File: src/rtl/mem_access_stage_if.sv
// Data-memory request/acknowledge port between the MEM stage and data memory.
interface mem_access_stage_if;
    logic        dm_req;
    logic        dm_we;
    logic [31:0] dm_addr;
    logic [3:0]  dm_wstrb;
    logic [31:0] dm_wdata;
    logic        dm_ack;
    logic [31:0] dm_rdata;

    modport master (
        output dm_req, dm_we, dm_addr, dm_wstrb, dm_wdata,
        input  dm_ack, dm_rdata
    );

    modport slave (
        input  dm_req, dm_we, dm_addr, dm_wstrb, dm_wdata,
        output dm_ack, dm_rdata
    );
endinterface

File: src/rtl/mem_access_stage.sv
// MEM-stage load/store unit: req/ack data-memory access, stalls upstream while a
// transaction is outstanding, feeds MEMtoWB with a result or a bubble.
//   state | meaning
//   IDLE  | evaluate EX/MEM slot; passthrough, misalign error, or launch access
//   WAIT  | request outstanding on dm port; stall; count towards timeout
//   RESP  | present the latched instruction and its load result
module mem_access_stage #(
    parameter int TIMEOUT = 16
) (
    input  logic        clk,
    input  logic        rst,
    input  logic        valid_in,
    input  logic [4:0]  RdAddr_in,
    input  logic        RegWrite_in,
    input  logic [1:0]  MemReWr_in,
    input  logic [2:0]  MemWHB_in,
    input  logic [31:0] Addr_in,
    input  logic [31:0] StoreData_in,
    mem_access_stage_if.master dm,
    output logic        stall_out,
    output logic [4:0]  RdAddr_out,
    output logic        RegWrite_out,
    output logic [1:0]  MemReWr_out,
    output logic [2:0]  MemWHB_out,
    output logic [31:0] RdVal_out,
    output logic        misalign_err,
    output logic        bus_err
);
    localparam int CW = $clog2(TIMEOUT + 1);

    typedef enum logic [1:0] {IDLE, WAIT, RESP} state_t;

    state_t        state;
    logic [CW-1:0] cnt;
    logic [4:0]    rd_q;
    logic          regwrite_q;
    logic [1:0]    rewr_q;
    logic [2:0]    whb_q;
    logic [1:0]    lane_q;
    logic [31:0]   rdval_q;

    logic          is_load, is_store, mem_op, size_ok, aligned, go, misalign, timeout;
    logic [3:0]    wstrb_in;
    logic [31:0]   wdata_in;

    function automatic logic [31:0] load_ext(input logic [31:0] w, input logic [1:0] a,
                                             input logic [2:0] f);
        logic [7:0]  b;
        logic [15:0] h;
        case (a)
            2'd0:    b = w[7:0];
            2'd1:    b = w[15:8];
            2'd2:    b = w[23:16];
            default: b = w[31:24];
        endcase
        h = a[1] ? w[31:16] : w[15:0];
        case (f)
            3'b000:  load_ext = {{24{b[7]}}, b};
            3'b001:  load_ext = {{16{h[15]}}, h};
            3'b100:  load_ext = {24'd0, b};
            3'b101:  load_ext = {16'd0, h};
            default: load_ext = w;
        endcase
    endfunction

    // Unknown funct3 (and BU/HU on a store) is folded into the misalign path.
    always_comb begin
        is_load  = (MemReWr_in == 2'b10);
        is_store = (MemReWr_in == 2'b01);
        size_ok  = 1'b0;
        aligned  = 1'b1;
        case (MemWHB_in)
            3'b000: size_ok = 1'b1;
            3'b001: begin size_ok = 1'b1;    aligned = ~Addr_in[0]; end
            3'b010: begin size_ok = 1'b1;    aligned = (Addr_in[1:0] == 2'b00); end
            3'b100: size_ok = is_load;
            3'b101: begin size_ok = is_load; aligned = ~Addr_in[0]; end
            default: size_ok = 1'b0;
        endcase
        mem_op   = valid_in & (is_load | is_store);
        go       = mem_op & size_ok & aligned;
        misalign = mem_op & ~go;

        wstrb_in = 4'b0000;
        wdata_in = StoreData_in;
        if (is_store) begin
            case (MemWHB_in[1:0])
                2'b00: begin
                    wstrb_in = 4'b0001 << Addr_in[1:0];
                    wdata_in = {4{StoreData_in[7:0]}};
                end
                2'b01: begin
                    wstrb_in = 4'b0011 << Addr_in[1:0];
                    wdata_in = {2{StoreData_in[15:0]}};
                end
                default: wstrb_in = 4'b1111;
            endcase
        end
    end

    // Ack in the last allowed cycle wins over the timeout.
    assign timeout = (state == WAIT) & ~dm.dm_ack & (cnt == CW'(TIMEOUT - 1));

    always_ff @(posedge clk) begin
        if (!rst) begin
            state       <= IDLE;
            cnt         <= '0;
            rd_q        <= '0;
            regwrite_q  <= 1'b0;
            rewr_q      <= '0;
            whb_q       <= '0;
            lane_q      <= '0;
            rdval_q     <= '0;
            dm.dm_req   <= 1'b0;
            dm.dm_we    <= 1'b0;
            dm.dm_addr  <= '0;
            dm.dm_wstrb <= '0;
            dm.dm_wdata <= '0;
        end else begin
            case (state)
                IDLE: begin
                    if (go) begin
                        rd_q        <= RdAddr_in;
                        regwrite_q  <= RegWrite_in;
                        rewr_q      <= MemReWr_in;
                        whb_q       <= MemWHB_in;
                        lane_q      <= Addr_in[1:0];
                        rdval_q     <= '0;
                        cnt         <= '0;
                        dm.dm_req   <= 1'b1;
                        dm.dm_we    <= is_store;
                        dm.dm_addr  <= {Addr_in[31:2], 2'b00};
                        dm.dm_wstrb <= wstrb_in;
                        dm.dm_wdata <= wdata_in;
                        state       <= WAIT;
                    end
                end
                WAIT: begin
                    if (dm.dm_ack) begin
                        rdval_q     <= (rewr_q == 2'b10) ? load_ext(dm.dm_rdata, lane_q, whb_q) : '0;
                        dm.dm_req   <= 1'b0;
                        dm.dm_we    <= 1'b0;
                        dm.dm_wstrb <= '0;
                        state       <= RESP;
                    end else if (timeout) begin
                        regwrite_q  <= 1'b0;
                        rdval_q     <= '0;
                        dm.dm_req   <= 1'b0;
                        dm.dm_we    <= 1'b0;
                        dm.dm_wstrb <= '0;
                        state       <= RESP;
                    end else begin
                        cnt <= cnt + CW'(1);
                    end
                end
                RESP:    state <= IDLE;
                default: state <= IDLE;
            endcase
        end
    end

    always_comb begin
        stall_out    = 1'b0;
        RdAddr_out   = '0;
        RegWrite_out = 1'b0;
        MemReWr_out  = '0;
        MemWHB_out   = '0;
        RdVal_out    = '0;
        misalign_err = 1'b0;
        bus_err      = 1'b0;
        if (rst) begin
            case (state)
                IDLE: begin
                    stall_out = go;
                    if (valid_in && !go) begin
                        RdAddr_out   = RdAddr_in;
                        RegWrite_out = RegWrite_in & ~misalign;
                        MemWHB_out   = MemWHB_in;
                        RdVal_out    = Addr_in;
                        misalign_err = misalign;
                    end
                end
                WAIT: begin
                    stall_out = 1'b1;
                    bus_err   = timeout;
                end
                RESP: begin
                    RdAddr_out   = rd_q;
                    RegWrite_out = regwrite_q;
                    MemReWr_out  = rewr_q;
                    MemWHB_out   = whb_q;
                    RdVal_out    = rdval_q;
                end
                default: stall_out = 1'b0;
            endcase
        end
    end
endmodule

File: src/flat_wrapper.sv
// flat-port wrapper written by rule: the top's interface ports become plain ports
module mem_access_stage_flat 
#(
    parameter int TIMEOUT = 16
)
  (clk, rst, valid_in, RdAddr_in, RegWrite_in, MemReWr_in, MemWHB_in, Addr_in, StoreData_in, stall_out, RdAddr_out, RegWrite_out, MemReWr_out, MemWHB_out, RdVal_out, misalign_err, bus_err, dm_dm_req, dm_dm_we, dm_dm_addr, dm_dm_wstrb, dm_dm_wdata, dm_dm_ack, dm_dm_rdata);
  mem_access_stage_if dm_i ();
  input  logic clk;
  input  logic rst;
  input  logic valid_in;
  input  logic [4:0] RdAddr_in;
  input  logic RegWrite_in;
  input  logic [1:0] MemReWr_in;
  input  logic [2:0] MemWHB_in;
  input  logic [31:0] Addr_in;
  input  logic [31:0] StoreData_in;
  output logic stall_out;
  output logic [4:0] RdAddr_out;
  output logic RegWrite_out;
  output logic [1:0] MemReWr_out;
  output logic [2:0] MemWHB_out;
  output logic [31:0] RdVal_out;
  output logic misalign_err;
  output logic bus_err;
  output wire logic [$bits(dm_i.dm_req)-1:0] dm_dm_req;
  output wire logic [$bits(dm_i.dm_we)-1:0] dm_dm_we;
  output wire logic [$bits(dm_i.dm_addr)-1:0] dm_dm_addr;
  output wire logic [$bits(dm_i.dm_wstrb)-1:0] dm_dm_wstrb;
  output wire logic [$bits(dm_i.dm_wdata)-1:0] dm_dm_wdata;
  input wire logic [$bits(dm_i.dm_ack)-1:0] dm_dm_ack;
  input wire logic [$bits(dm_i.dm_rdata)-1:0] dm_dm_rdata;
  assign dm_dm_req = dm_i.dm_req;
  assign dm_dm_we = dm_i.dm_we;
  assign dm_dm_addr = dm_i.dm_addr;
  assign dm_dm_wstrb = dm_i.dm_wstrb;
  assign dm_dm_wdata = dm_i.dm_wdata;
  assign dm_i.dm_ack = dm_dm_ack;
  assign dm_i.dm_rdata = dm_dm_rdata;
  mem_access_stage #(.TIMEOUT(TIMEOUT)) u_core (.clk(clk), .rst(rst), .valid_in(valid_in), .RdAddr_in(RdAddr_in), .RegWrite_in(RegWrite_in), .MemReWr_in(MemReWr_in), .MemWHB_in(MemWHB_in), .Addr_in(Addr_in), .StoreData_in(StoreData_in), .dm(dm_i), .stall_out(stall_out), .RdAddr_out(RdAddr_out), .RegWrite_out(RegWrite_out), .MemReWr_out(MemReWr_out), .MemWHB_out(MemWHB_out), .RdVal_out(RdVal_out), .misalign_err(misalign_err), .bus_err(bus_err));
endmodule
File: config.mk
export PLATFORM = sky130hd
export DESIGN_NAME = mem_access_stage_flat
export DESIGN_NICKNAME = d
export VERILOG_FILES = /design/src/rtl/mem_access_stage_if.sv /design/src/rtl/mem_access_stage.sv /design/src/flat_wrapper.sv
export SDC_FILE = /design/constraint.sdc
export NUM_CORES = 1
export LEC_CHECK = 0
export ABC_AREA = 0
export BUFFER_PORTS_ARGS = -buffer_cell sky130_fd_sc_hd__buf_2
export CORE_ASPECT_RATIO = 1.1
export CORE_MARGIN = 10
export CORE_UTILIZATION = 35
export CTS_CLUSTER_DIAMETER = 50
export DETAILED_ROUTE_END_ITERATION = 7
export PLACE_DENSITY_LB_ADDON = 0.3
export SLEW_MARGIN = 20
export SYNTH_ARGS = -nofsm -noshare
export SYNTH_HDL_FRONTEND = slang
export SYNTH_SLANG_ARGS = --single-unit
File: constraint.sdc
create_clock -name clk -period 2.5 [get_ports clk]
set_clock_uncertainty 0.2 [all_clocks]
set_input_delay 0.375 -clock clk [delete_from_list [all_inputs] [get_ports clk]]
set_output_delay 0.375 -clock clk [all_outputs]
set_load 0.05 [all_outputs]
* Word level (Yosys, flattened, before mapping) *
Index checks and enable logic that the tools add are counted.
Widths: inputs -> output; s select.

operators by class
  bitwise logic cells = 12
  equal/unequal tests = 21
  reduce and logical (&&, ||, !) cells = 17
  mux-type cells = 56
  shift-type cells = 2
  $add $sub $neg = 1

operators with widths
  operator             count
  $mux 32              7
  $pmux 32 s2          3
  $pmux 32 s4          1
  $mux 5               5
  $pmux 8 s3           1
  $pmux 5 s2           2
  $mux 16              1
  $mux 4               4
  $pmux 4 s2           2
  $mux 1               14
  $pmux 1 s2           7
  $eq 3x3->1 const B   4
  $mux 2               5
  $eq 2x1->1 const B   4
  $eq 2x2->1 const B   4
  $logic_not 2->1      4
  $reduce_and 4->1     2
  $and 1x1->1          7
  $eq 3x1->1 const B   2
  $logic_not 3->1      2
  $mux 3               2
  $pmux 3 s2           1
  $add 5x1->5 const B  1
  $eq 5x4->1 const B   1
  16 further kinds     23

word-level totals
  register bits = 120
  bits of input ports = 111
  output and inout bits = 116
  word-level logic and storage cells = 122

* Logic depth before layout (Yosys ltp) *
  depth after elaboration = 12
  mapped depth = 9
  mapped depth without buffers = 7

* Worst setup path after synthesis *
No wires, ideal clock.

  kind = input -> output
  start point = input Addr_in[1]
  end point = output stall_out
  path slack = -0.388 ns
  arrival = 2.313 ns
  path buffers = 3
  cell stages on the path = 7
  data required time = 1.925 ns
  cells stage by stage = buf_6 -> nor4_4 -> a31o_1 -> buf_2 -> buf_2 -> a21oi_1 -> nor3_1

between the ends
  word-level cells in the longest chain between the ends = 5

ends and longest elaborated chain
  item                line                     text
  start: declaration  flat_wrapper.sv:15       input logic [31:0] Addr_in;
  $logic_not 2->1     mem_access_stage.sv:75   3'b010: begin size_ok = 1'b1; aligned = (Addr_in[1:0] == 2'b00); end
  $pmux 1 s2          mem_access_stage.sv:72   case (MemWHB_in)
  $and 1x1->1         mem_access_stage.sv:81   go = mem_op & size_ok & aligned;
  $pmux 1 s2          mem_access_stage.sv:172  case (state)
  $mux 1              mem_access_stage.sv:171  if (rst) begin
  end: declaration    flat_wrapper.sv:17       output logic stall_out;

No other way between the ends.

* Final worst setup path *
  start point = input Addr_in[1]
  end point = output RdVal_out[13]

between the ends
  word-level cells in the longest chain between the ends = 8

ends and longest elaborated chain
  item               line                     text
  $logic_not 2->1    mem_access_stage.sv:75
  $pmux 1 s2         mem_access_stage.sv:72
  $and 1x1->1        mem_access_stage.sv:81
  $logic_not 1->1    mem_access_stage.sv:175  if (valid_in && !go) begin
  $logic_and 1x1->1  mem_access_stage.sv:175
  $mux 32            mem_access_stage.sv:175
  $pmux 32 s2        mem_access_stage.sv:172
  $mux 32            mem_access_stage.sv:171
  end: declaration   flat_wrapper.sv:22       output logic [31:0] RdVal_out;

No other way between the ends.

==> run summary <==
The congestion estimate from routability-driven global placement came to 0.8976. The number of CTS-inserted buffers is 17. The count of yosys warnings during synthesis came out at 0. The first global-routing pass estimated 37920 um of wire. The vertical die dimension came out at 158.7 um. The die covers 23190 um^2.

The number of antenna diodes in the final layout is 0. The number of cells in the design after placement came out at 1139. Of the total power, the share spent switching nets is 29.00%. The portion of total power attributed to combinational logic is 18.5%. In this run the tool buffered the top-level ports with 224 buffer cells.

The H-tree depth came out at 4. The run finished with clean final reports. The max-slew violation count is 0.

The total DRC errors in the routed layout is 0. The pin count of the biggest net entering global routing is 59. 227 I/O pins were placed. In the final routed layout, each cell accounts on average for 21.61 um. The share of layout cells above drive strength 1 came out at 35.95%.

The via count of the first global-routing pass came out at 6443. The worst setup path is launched from a primary input. The width of the die came out at 146.1 um.

The cell sitting at the root of the clock tree is a clkbuf_16. The most frequently used flop master after synthesis is dfxtp_1. The initial DRC count came out at 462.

Traced cell by cell, the critical path runs through buf_2, nor4_4, buf_4, a31oi_4, o211a_4, clkbuf_16, a32o_1, buf_4. The count of mapped cells out of synthesis came out at 714. The starting density of the core came out at 35.85%.

The highest attainable clock frequency is 406.0 MHz. In this run the deepest clock path goes through 2 buffers. Setup repair after global routing could not meet its margin everywhere.

The relative contribution of sequential cells to total power is 35.6%. The stage delay of the slowest cell on the critical path is 0.31 ns. The worst-case setup margin in the final layout came out at 0.03712 ns.

The detailed placement HPWL is 18220 um. The count of standard-cell rows is 50. The final hold violation count came out at 0. Fill cells in the final layout number 1720. Counting distinct cell types in the post-synthesis netlist gives 63. The register bit count reported by yosys came out at 120.

The worst relative slew slack came out at 57.33%. The part of the Yosys area used for sequential elements is 39.23%. Counting stages on the worst path, the most repeated cell is buf_4. The region available for standard cell placement spans 17080 um^2.

The final critical delay including setup and external delays came out at 2.463 ns. After synthesis, the mean cell area works out to 8.576 um^2. Of all nets on the critical path, the largest fanout is 10.

After global routing the overflow that remains totals 0. The min-delay analysis places its worst path in the category primary input to register. The area share of the largest cell type after synthesis came out at 39.23%. In the post-synthesis netlist, the cell with the most instances is dfxtp_1. The initial antenna violation count is 0. The setup path with the least slack is of type primary input to output pin. The async set-reset flop share out of synthesis came out at 0%. The total standard cell area after synthesis came out at 6123 um^2.

The clock sink count is 120. Setup violations remaining at the end of the flow were counted as 0. The post-place setup slack came out at -0.03366 ns. The aggregate negative setup slack is 0 ns. The via density per instance is 5.681. The required time of the worst setup path came out at 1.92 ns. Of the total power, the clock network draws 45.9%. The transition time at the pin with the least slew margin is 0.6401 ns. The total via count after detailed routing came out at 6687. The data arrival time at the worst-slack endpoint is 1.89 ns. The internal portion of the total power is 3956 uW. For this run, the total global-route usage over all layers was measured as 20.18%. The remaining antenna violation count is 0. The TritonCTS clock tree is built. The portion of the clock cycle consumed by the worst path in the final layout came out at 98.52%.

For this design the ratio of total power to cell area is 652.8 nW/um^2. At the later pin of the worst-skew pair, clock insertion delay measures 0.42 ns. The biggest area contributor in the post-synthesis netlist is dfxtp_1.

The commonest cells after synthesis are dfxtp_1, a21oi_1, o21ai_0, nand3_1, clkbuf_1. The kind of end point of the critical path is an output pin. The final layout contains routed wiring with a total length of 25430 um. The leakage power total is 0.003578 uW. The clock-pin transition on the worst setup and hold timing paths is 0.06 ns. The max-capacitance violation count is 0. In the post-synthesis netlist, the biggest area contributors are dfxtp_1, a21oi_1, o21ai_0. Across the VDD grid, the largest voltage drop is 425.1 uV. The net count reported at finish is 1045.

The count of TritonRoute iterations in the first routing pass came out at 5. Summed over all nets, the switching power comes to 1615 uW. The count of placed standard cells in the final layout, fillers left out came out at 1177. The largest individual stage delay along the critical path comes from the cell o211a_4. The number of flops mapped to enable cells by yosys is 0. The area added between synthesis and finish is 39.37%.
-- power by group through the flow --
stage / sequential [uW] / combinational, uW / clock (uW)
2_1_floorplan: 2140 / 493 / 0
3_3_place_gp: 2020 / 966 / 0
3_5_place_dp: 2020 / 966 / 0
4_1_cts: 1980 / 990 / 2600
5_1_grt: 1990 / 1090 / 2680
6_report: 1980 / 1030 / 2560
-- state kept, by name, indices dropped and copies added, names as in the netlist --
name,flops
u_core.whb_q,3
u_core.dm.dm_req,1
u_core.lane_q,2
u_core.dm.dm_we,1
u_core.dm.dm_wstrb,4
u_core.dm.dm_wdata,32
u_core.state,2
u_core.rdval_q,32
u_core.rewr_q,2
u_core.dm.dm_addr,30
u_core.regwrite_q,1
u_core.rd_q,5
u_core.cnt,5
-- metrics by stage --
stage / utilization (%) / cell area [um^2] / total power (uW) / hold slack [ns]
2_1_floorplan: - / 6132 / 2631 / 0.2327
3_3_place_gp: 44.80 / 7651 / 2986 / 0.2335
3_5_place_dp: 44.80 / 7651 / 2987 / 0.2419
4_1_cts: 49.03 / 8373 / 5568 / 0.003068
5_1_grt: 49.97 / 8534 / 5753 / 0.01584
6_report: 49.97 / 8534 / 5571 / 0.01668
-- cells in the final DEF, fill, tap and decap left out, types with 3 or more instances in the layout --
cell,count
a211o_1,6
a211oi_1,8
a21boi_0,3
a21oi_1,87
a22o_1,34
a32o_1,16
and3_1,5
and3b_1,5
buf_12,9
buf_2,180
buf_4,73
buf_6,13
bufinv_16,3
clkbuf_1,3
clkbuf_16,19
clkbuf_8,4
clkinv_2,4
dfxtp_1,119
ha_1,3
inv_1,8
mux2i_1,27
nand2_1,36
nand2b_1,6
nand3_1,54
nand4_1,3
nor2_1,12
nor2b_1,7
nor3_1,4
o2111ai_1,16
o21ai_0,86
o21ai_1,5
o221ai_1,9
o22ai_1,10
o22ai_2,7
o2bb2ai_1,5
o2bb2ai_2,3
-- worst max-delay path: cells and delay by family --
kind / cells / cell delay (ns)
AND/OR/NAND/NOR: 1 / 0.25
AO/OA/AOI/OAI: 3 / 0.56
buffers and inverters: 4 / 0.68
-- logic make-up (layout without fill, tap and decap cells) --
| logic type | after synthesis | count (layout) | synth area share (%) |
|---|---|---|---|
| flops | 120 | 120 | 39.23 |
| compound gates | 316 | 316 | 35.00 |
| fa+ha+maj | 4 | 4 | 0.8174 |
| xor+xnor | 2 | 2 | 0.2861 |
| simple gates | 150 | 150 | 13.00 |
| buf+inv | 94 | 322 | 7.192 |
| mux | 27 | 27 | 4.414 |
| other cells | 1 | 2 | 0.06124 |
-- path summary, 6_finish.rpt --
check	cells past startpoint	end	slack [ns]	from
max reg2reg	4	u_core.rdval_q[6]	0.35	u_core.whb_q[0]
min reg2reg	1	u_core.dm.dm_we	0.26	u_core.dm.dm_we
max	8	RdVal_out[13]	0.04	Addr_in[1]
min	3	u_core.rd_q[0]	0.02	RdAddr_in[0]
-- final cells by class --
cell class                 instances  area [um^2]  share of cell area (%)
clock buffer                      24        491.7                   5.762
clock inverter                     8        117.6                   1.378
inverter                          12        45.04                  0.5278
multi-input combinational        501         3351                   39.26
sequential                       120         2404                   28.16
tap                              234        292.8                   3.431
timing repair buffer             278         1833                   21.48
-- what timing repair did --
item | 4_1_cts | 5_1_grt
buffers inserted | 0 | 2
endpoints found under the setup margin | 41 | 46
pin swaps | 0 | 2
hold buffers | 0 | 0
hold endpoints to repair | 0 | 0
cloned | 0 | 4
resized for setup | 43 | 16
-- metal layers --
layer	part of all wire, %	GRT usage, %	vias up	wire (um)
li1	-	-	3123	-
met1	41	24.55	3209	10530
met2	47	32.93	312	12050
met3	8.9	6.303	43	2256
met4	2.3	6.967	0	590
met5	0	0	-	0
Power figures use the tool's default switching activity.
